File: src/rtl/protocol_pkg.sv
// Shared constants for the command-byte word assembler: opcodes, nibble limit
// and FSM state encoding.
package protocol_pkg;

    localparam logic [3:0] OP_NOP       = 4'h0;
    localparam logic [3:0] OP_LOAD_BASE = 4'h1;
    localparam logic [3:0] OP_COMMIT    = 4'hE;
    localparam logic [3:0] OP_CLEAR     = 4'hF;

    localparam int unsigned MAX_NIB = 13;

    typedef logic [1:0] state_t;
    localparam state_t ST_IDLE    = 2'd0;
    localparam state_t ST_COLLECT = 2'd1;
    localparam state_t ST_PEND    = 2'd2;

endpackage

File: src/rtl/protocol_nibble_bank.sv
// Staging register and loaded-nibble mask with one-hot nibble write decode.
//   clk, reset   : clock, async active-high reset
//   load         : write nib into nibble idx-1 (idx is 1-based, already range-checked)
//   idx, nib     : nibble index and payload
//   clear        : zero staging and mask
//   commit       : zero mask (staging retained)
//   word_c       : staging with this cycle's load applied (value a commit captures)
//   mask_next_c  : mask value after this edge
//   full_c       : this load completes the mask
module protocol_nibble_bank #(
    parameter int unsigned NIB = 4
) (
    input  logic             clk,
    input  logic             reset,
    input  logic             load,
    input  logic [3:0]       idx,
    input  logic [3:0]       nib,
    input  logic             clear,
    input  logic             commit,
    output logic [4*NIB-1:0] word_c,
    output logic [NIB-1:0]   mask_next_c,
    output logic             full_c
);

    logic [4*NIB-1:0] staging;
    logic [NIB-1:0]   mask;
    logic [NIB-1:0]   sel;

    // One-hot select of the nibble being loaded
    always_comb begin
        sel = '0;
        for (int i = 0; i < int'(NIB); i++) begin
            if (load && (int'(idx) == i + 1)) begin
                sel[i] = 1'b1;
            end
        end
    end

    // Staging as it will look after the load; last write wins
    always_comb begin
        word_c = staging;
        for (int i = 0; i < int'(NIB); i++) begin
            if (sel[i]) begin
                word_c[4*i +: 4] = nib;
            end
        end
    end

    // Kept independent of commit so the auto-commit path has no loop
    assign full_c      = load && (&(mask | sel));
    assign mask_next_c = (clear || commit) ? '0 : (mask | sel);

    always_ff @(posedge clk or posedge reset) begin
        if (reset) begin
            staging <= '0;
            mask    <= '0;
        end else begin
            staging <= clear ? '0 : word_c;
            mask    <= mask_next_c;
        end
    end

endmodule

File: src/rtl/protocol_word_assembler.sv
// Assembles DATA_W-bit words from {opcode, nibble} command bytes and hands
// committed words out on a valid/ready port; flags illegal opcodes.
//   clk, reset          : clock, async active-high reset
//   in_valid, in_data   : command byte stream
//   in_ready            : combinational, low only while an output word is stalled
//   out_data, out_valid : committed word, held until out_ready
//   out_ready           : consumer accepts word
//   err                 : one-cycle pulse per accepted illegal opcode
module protocol_word_assembler
    import protocol_pkg::*;
#(
    parameter int unsigned DATA_W      = 16,
    parameter bit          AUTO_COMMIT = 1'b0
) (
    input  logic              clk,
    input  logic              reset,
    input  logic              in_valid,
    input  logic [7:0]        in_data,
    output logic              in_ready,
    output logic [DATA_W-1:0] out_data,
    output logic              out_valid,
    input  logic              out_ready,
    output logic              err
);

    localparam int unsigned NIB = DATA_W / 4;

    if ((DATA_W % 4 != 0) || (DATA_W < 4) || (NIB > MAX_NIB)) begin : g_bad_width
        $error("protocol_word_assembler: DATA_W must be a multiple of 4 in 4..52");
    end

    logic [3:0]        op;
    logic [3:0]        pay;
    logic              accept;
    logic              is_load;
    logic              is_commit;
    logic              is_clear;
    logic              is_illegal;
    logic              commit_any;
    logic [DATA_W-1:0] word_c;
    logic [NIB-1:0]    mask_next_c;
    logic              full_c;
    state_t            state;
    state_t            state_next;

    assign in_ready = !out_valid || out_ready;
    assign accept   = in_valid && in_ready;
    assign op       = in_data[7:4];
    assign pay      = in_data[3:0];

    // Opcode decode, qualified by the handshake
    assign is_load    = accept && (op >= OP_LOAD_BASE) && (op <= 4'(NIB));
    assign is_commit  = accept && (op == OP_COMMIT);
    assign is_clear   = accept && (op == OP_CLEAR);
    assign is_illegal = accept && (op > 4'(NIB)) && (op < OP_COMMIT);
    assign commit_any = is_commit || (AUTO_COMMIT && full_c);

    protocol_nibble_bank #(
        .NIB (NIB)
    ) u_bank (
        .clk         (clk),
        .reset       (reset),
        .load        (is_load),
        .idx         (op),
        .nib         (pay),
        .clear       (is_clear),
        .commit      (commit_any),
        .word_c      (word_c),
        .mask_next_c (mask_next_c),
        .full_c      (full_c)
    );

    // Output word register; a commit on the take edge keeps out_valid high
    always_ff @(posedge clk or posedge reset) begin
        if (reset) begin
            out_data  <= '0;
            out_valid <= 1'b0;
            err       <= 1'b0;
        end else begin
            err <= is_illegal;
            if (commit_any) begin
                out_data  <= word_c;
                out_valid <= 1'b1;
            end else if (out_ready) begin
                out_valid <= 1'b0;
            end
        end
    end

    // State register
    always_ff @(posedge clk or posedge reset) begin
        if (reset) begin
            state <= ST_IDLE;
        end else begin
            state <= state_next;
        end
    end

    // Next-state logic
    always_comb begin
        state_next = state;
        case (state)
            ST_IDLE: begin
                if (commit_any) begin
                    state_next = ST_PEND;
                end else if (mask_next_c != '0) begin
                    state_next = ST_COLLECT;
                end
            end
            ST_COLLECT: begin
                if (commit_any) begin
                    state_next = ST_PEND;
                end else if (mask_next_c == '0) begin
                    state_next = ST_IDLE;
                end
            end
            ST_PEND: begin
                if (commit_any) begin
                    state_next = ST_PEND;
                end else if (out_ready) begin
                    state_next = (mask_next_c != '0) ? ST_COLLECT : ST_IDLE;
                end
            end
            default: state_next = ST_IDLE;
        endcase
    end

endmodule

File: config.mk
export PLATFORM = sky130hd
export DESIGN_NAME = protocol_word_assembler
export DESIGN_NICKNAME = d
export VERILOG_FILES = /design/src/rtl/protocol_pkg.sv /design/src/rtl/protocol_nibble_bank.sv /design/src/rtl/protocol_word_assembler.sv
export SDC_FILE = /design/constraint.sdc
export NUM_CORES = 1
export LEC_CHECK = 0
export BUFFER_PORTS_ARGS = -buffer_cell sky130_fd_sc_hd__buf_2
export CORE_ASPECT_RATIO = 0.5
export CORE_MARGIN = 2
export CORE_UTILIZATION = 49
export CTS_CLUSTER_SIZE = 10
export DETAILED_ROUTE_END_ITERATION = 6
export PLACE_DENSITY = 0.74
export SYNTH_ARGS = -nofsm -noshare
export SYNTH_HDL_FRONTEND = slang
export SYNTH_HIERARCHICAL = 1
export SYNTH_SLANG_ARGS = --single-unit
File: constraint.sdc
create_clock -name clk -period 2.2 [get_ports clk]
set_input_delay 0.44 -clock clk [delete_from_list [all_inputs] [get_ports clk]]
set_output_delay 0.44 -clock clk [all_outputs]
set_load 0.02 [all_outputs]
* Yosys cells after proc, flatten, opt, wreduce, memory -nomap -nowiden
Index checks and enable logic that the tools add are counted. W data, S select, Z words.
Word-level totals: flip-flop bits (word level) 34, latch bits 0, bits in writable memories 0, memory bits (read-only) 0, input bits 12, word-level logic and storage cells 39, memories 0
Cells by class: $add $sub $neg 0, multipliers 0, div/mod/pow operators 0, $lt $le $gt $ge 4, eq/ne operators 6, shifts and indexed selects 0, mux-type cells 11, bitwise gates (word level) 0, reductions and logical operators 14
Operator list (count):
- $mux W16 | 1
- $mux W4 | 4
- $eq A4 B4 Y1 const B | 3
- $logic_and A1 B1 Y1 | 11
- $eq A4 B3 Y1 const B | 2
- $mux W1 | 6
- $eq A4 B2 Y1 const B | 1
- $ge A4 B1 Y1 const B | 1
- $gt A4 B3 Y1 const B | 1
- $le A4 B3 Y1 const B | 1
- $lt A4 B4 Y1 const B | 1
- $reduce_bool A2 Y1 | 1
- $logic_not A1 Y1 | 1
- $logic_or A1 B1 Y1 | 1

* Longest topological paths before layout
word-level depth 9, gate-level depth with buffers 8, gate-level depth less buffers 7

* Modules after synthesis
The synthesis kept the hierarchy.
By module, submodules not included:
- protocol_nibble_bank | times used 1, cells an instance 110, area each 999.7 µm²
- protocol_word_assembler | times used 1, cells an instance 49, area each 784.5 µm²

* Worst setup path before layout
OpenSTA, ideal clock, no wires.
path kind flip-flop to flip-flop, start point reg out_valid, end point reg out_data[4], setup time 125 ps, data arrival time 2121 ps, path slack -46 ps, stages on the path, launching flop included 8, buffers on the path 0, clock period less this slack 2246 ps, path through dfrtp_1 > nand2b_4 > nand2_1 > nor4_1 > or3b_1 > o21ai_1 > nand2_1 > mux2_4
Between the ends: word-level cells in the longest chain between the ends 8
Ends and longest elaborated chain:
- from (decl) | RTL line protocol_word_assembler.sv:21 | output logic out_valid,
- from (signal assigned) | RTL line protocol_word_assembler.sv:77 | out_valid <= 1'b0;
- from (signal assigned) | RTL line protocol_word_assembler.sv:83 | out_valid <= 1'b1;
- from (signal assigned) | RTL line protocol_word_assembler.sv:85 | out_valid <= 1'b0;
- $logic_not A1 Y1 | RTL line protocol_word_assembler.sv:46 | assign in_ready = !out_valid || out_ready;
- $logic_or A1 B1 Y1 | RTL line protocol_word_assembler.sv:46
- named net in_ready | RTL line protocol_word_assembler.sv:19 | output logic in_ready,
- $logic_and A1 B1 Y1 | RTL line protocol_word_assembler.sv:47 | assign accept = in_valid && in_ready;
- $logic_and A1 B1 Y1 (2 in series) | RTL line protocol_word_assembler.sv:52 | assign is_load = accept && (op >= OP_LOAD_BASE) && (op <= 4'(NIB));
- named net is_load | RTL line protocol_word_assembler.sv:35 | logic is_load;
- $logic_and A1 B1 Y1 | RTL line protocol_nibble_bank.sv:33 | if (load && (int'(idx) == i + 1)) begin
- $mux W1 | RTL line protocol_nibble_bank.sv:33
- $mux W4 | RTL line protocol_nibble_bank.sv:43 | if (sel[i]) begin
- named net word_c[4] | RTL line protocol_word_assembler.sv:40 | logic [DATA_W-1:0] word_c;
- to (signal assigned) | RTL line protocol_word_assembler.sv:82 | out_data <= word_c;
- to (decl) | RTL line protocol_word_assembler.sv:20 | output logic [DATA_W-1:0] out_data,
The timed path passes the listed nets, and every way through them passes these cells. A chain may end at the register's enable or synchronous reset.

* Worst setup path in the final report
start point reg out_valid, end point reg out_data[5]
Between the ends: word-level cells in the longest chain between the ends 8
Ends and longest elaborated chain (RTL line):
- $logic_not A1 Y1 | protocol_word_assembler.sv:46
- $logic_or A1 B1 Y1 | protocol_word_assembler.sv:46
- $logic_and A1 B1 Y1 | protocol_word_assembler.sv:47
- $logic_and A1 B1 Y1 (2 in series) | protocol_word_assembler.sv:52
- named net is_load | protocol_word_assembler.sv:35
- $logic_and A1 B1 Y1 | protocol_nibble_bank.sv:33
- $mux W1 | protocol_nibble_bank.sv:33
- $mux W4 | protocol_nibble_bank.sv:43
- named net word_c[5] | protocol_word_assembler.sv:40
The timed path passes the listed nets, and every way through them passes these cells.

==> run metrics <==
outcome complete, no violations; CP max stage cell dfrtp_1; 1st-iter DRT viols 50; routed len/inst 14.6 microns; clock share of power 30.5%; Tot GR Track Use 18.8%; internal power 1.00 mW; IO Pins 31; critical path required time 2360 ps; fillers 257; fin crit share 94.5%; static leakage 1.04 nW; Seq pwr share 52.0%; setup TNS 0 ps; Hold Vio Cnt, Final 0; Worst-Skew Late Latency 270 ps; Synth Warn # 6; share of layout cells above drive strength 1 36.8%; largest net degree at the start of global routing 19; power per cell area 713 mW/mm^2; Layout area overhead 17.7%; Syn Inst Count 145; Placed Cells 218; CTS Buf Count 5; DR vias 1,216; cell mode on critical path nand2_1; core area 0.00308 sq mm; hold buffers post-CTS 0; Syn Area/Cell 11.2 sq um; crit path DAT 2240 ps; Die Ht 44.7 microns; DIE AREA 0.00381 sq mm; first-pass GRT wire length 5280 microns; Sw Ratio 26.2%; WL met2 1570 microns; Max Cap Violations 0; fmax 481 MHz; GRT overflow 0; vias in the first global route 1,147; R2R setup slack 120 ps; Synth Cell Area 0.00162 sq mm; CTS tree built; final WL 3290 microns; Root Driver clkbuf_8; switching pwr 0.356 mW; uppermost layer routed met4; Worst setup EP type register; # setup viols final 0; Met3 Wirelength 164 microns; Setup Skew 1.99 ps; CP peak stage delay 420 ps; critical path launch point type register; worst hold path type in -> async; crit path max fanout 6; clock sinks 34; worst vdd ir 0.000313 V; crit path cell chain nand2b_4, nand2_1, nor4_2, buf_4, or3b_1, o21ai_1, nand2_1, mux2_2; drt pass-1 iters 4; Detail Route Antenna Nets 0; Post-route DRC 0; routability cong. 0.801; fin cells 225; Tmin final 2080 ps; initial antenna violation count 0; DR vias/cell 5.40; measured slew at the worst slew-check pin 732 ps; Crit Path Category reg -> reg; syn_nets 157; slew margin rel. 51.2%; n_diodes 0; Worst-path clk slew 60 ps; wl on met1 1520 microns; unrepaired setup endpoints after global routing yes; DP Wirelength 2350 microns; Port Buffers 30; Initial Utilization 52.6%; num rows 14; Comb power frac 17.5%; clock tree buffer depth 2; final max-slew violation count 0; Die Wd 85.3 microns; H-tree Lvls 2; final net count 197
worst max-delay path: cells and delay by family, from the launching register on:
| kind | cells | cell delay [ps] |
|---|---|---|
| compound gates | 1 | 200 |
| buf+inv | 1 | 170 |
| flops | 1 | 420 |
| mux | 1 | 260 |
| simple gates | 5 | 920 |
state kept, by name, summed over array words and instances (netlist names):
| name | flops |
|---|---|
| out_data | 16 |
| out_valid | 1 |
| err | 1 |
| u_bank/staging | 16 |
metal layers:
| layer | up-vias | global-route usage, % |
|---|---|---|
| met5 | - | 0 |
| met4 | 0 | 6.98 |
| met3 | 2 | 5.04 |
| met2 | 30 | 31.7 |
| met1 | 590 | 24.0 |
| li1 | 594 | - |
stage by stage:
step                utilization (%)  cell area (sq um)  hold WS [ps]  total power, mW  worst slack, ps
floorplan                         -               1620           354            0.873             28.0
global placement               59.2               1820           486            0.947             10.3
detailed placement             59.2               1820           489            0.957            -70.3
CTS                            61.6               1900           273             1.38             71.0
global route                   61.9               1910           306             1.43            -21.0
finish                         61.9               1910           250             1.36              120
cell usage in the layout, fill, tap and decap left out, drive strengths merged:
cell type / count
a21o: 1
a21oi: 16
and2b: 1
and3: 1
and4: 1
and4b: 1
and4bb: 1
buf: 39
clkbuf: 7
dfrtp: 34
inv: 4
mux2: 16
nand2: 17
nand2b: 2
nand3: 16
nand4bb: 1
nor2: 1
nor2b: 1
nor3: 2
nor3b: 2
nor4: 1
o21a: 1
o21ai: 16
or2b: 1
or3b: 2
cell type report:
class | instances | area, sq um | share of cell area (%)
Inverter | 4 | 15.0 | 0.787
Timing Repair Buffer | 39 | 218 | 11.4
Multi-Input combinational cell | 101 | 697 | 36.5
Sequential cell | 34 | 851 | 44.6
Clock buffer | 7 | 76.3 | 4.00
Tap cell | 40 | 50.0 | 2.62
power groups by stage:
stage               logic [mW]  registers [mW]  clock network (mW)
floorplan                0.118           0.755                   0
global placement         0.232           0.715                   0
detailed placement       0.238           0.719                   0
CTS                      0.239           0.708               0.431
global route             0.260           0.712               0.455
finish                   0.238           0.707               0.416
timing repair:
item / 4_1_cts / 5_1_grt
endpoints found under the setup margin: 0 / 8
gates resized for setup: 0 / 2
buffers inserted: 0 / 0
worst paths after layout:
check	startpoint	end	cells past startpoint
setup / recovery	out_valid$_DFFE_PP0P_	out_data[5]$_DFFE_PP0P_	8
hold / removal	reset	u_bank/staging[2]$_DFF_PP0_	2
setup reg to reg	out_valid$_DFFE_PP0P_	out_data[5]$_DFFE_PP0P_	8
hold reg to reg	out_data[5]$_DFFE_PP0P_	out_data[5]$_DFFE_PP0P_	1
max in group asynchronous	reset	out_data[13]$_DFFE_PP0P_	2
min in group clk	out_ready	out_valid$_DFFE_PP0P_	3
No activity file was read; power rests on OpenSTA's default activity.
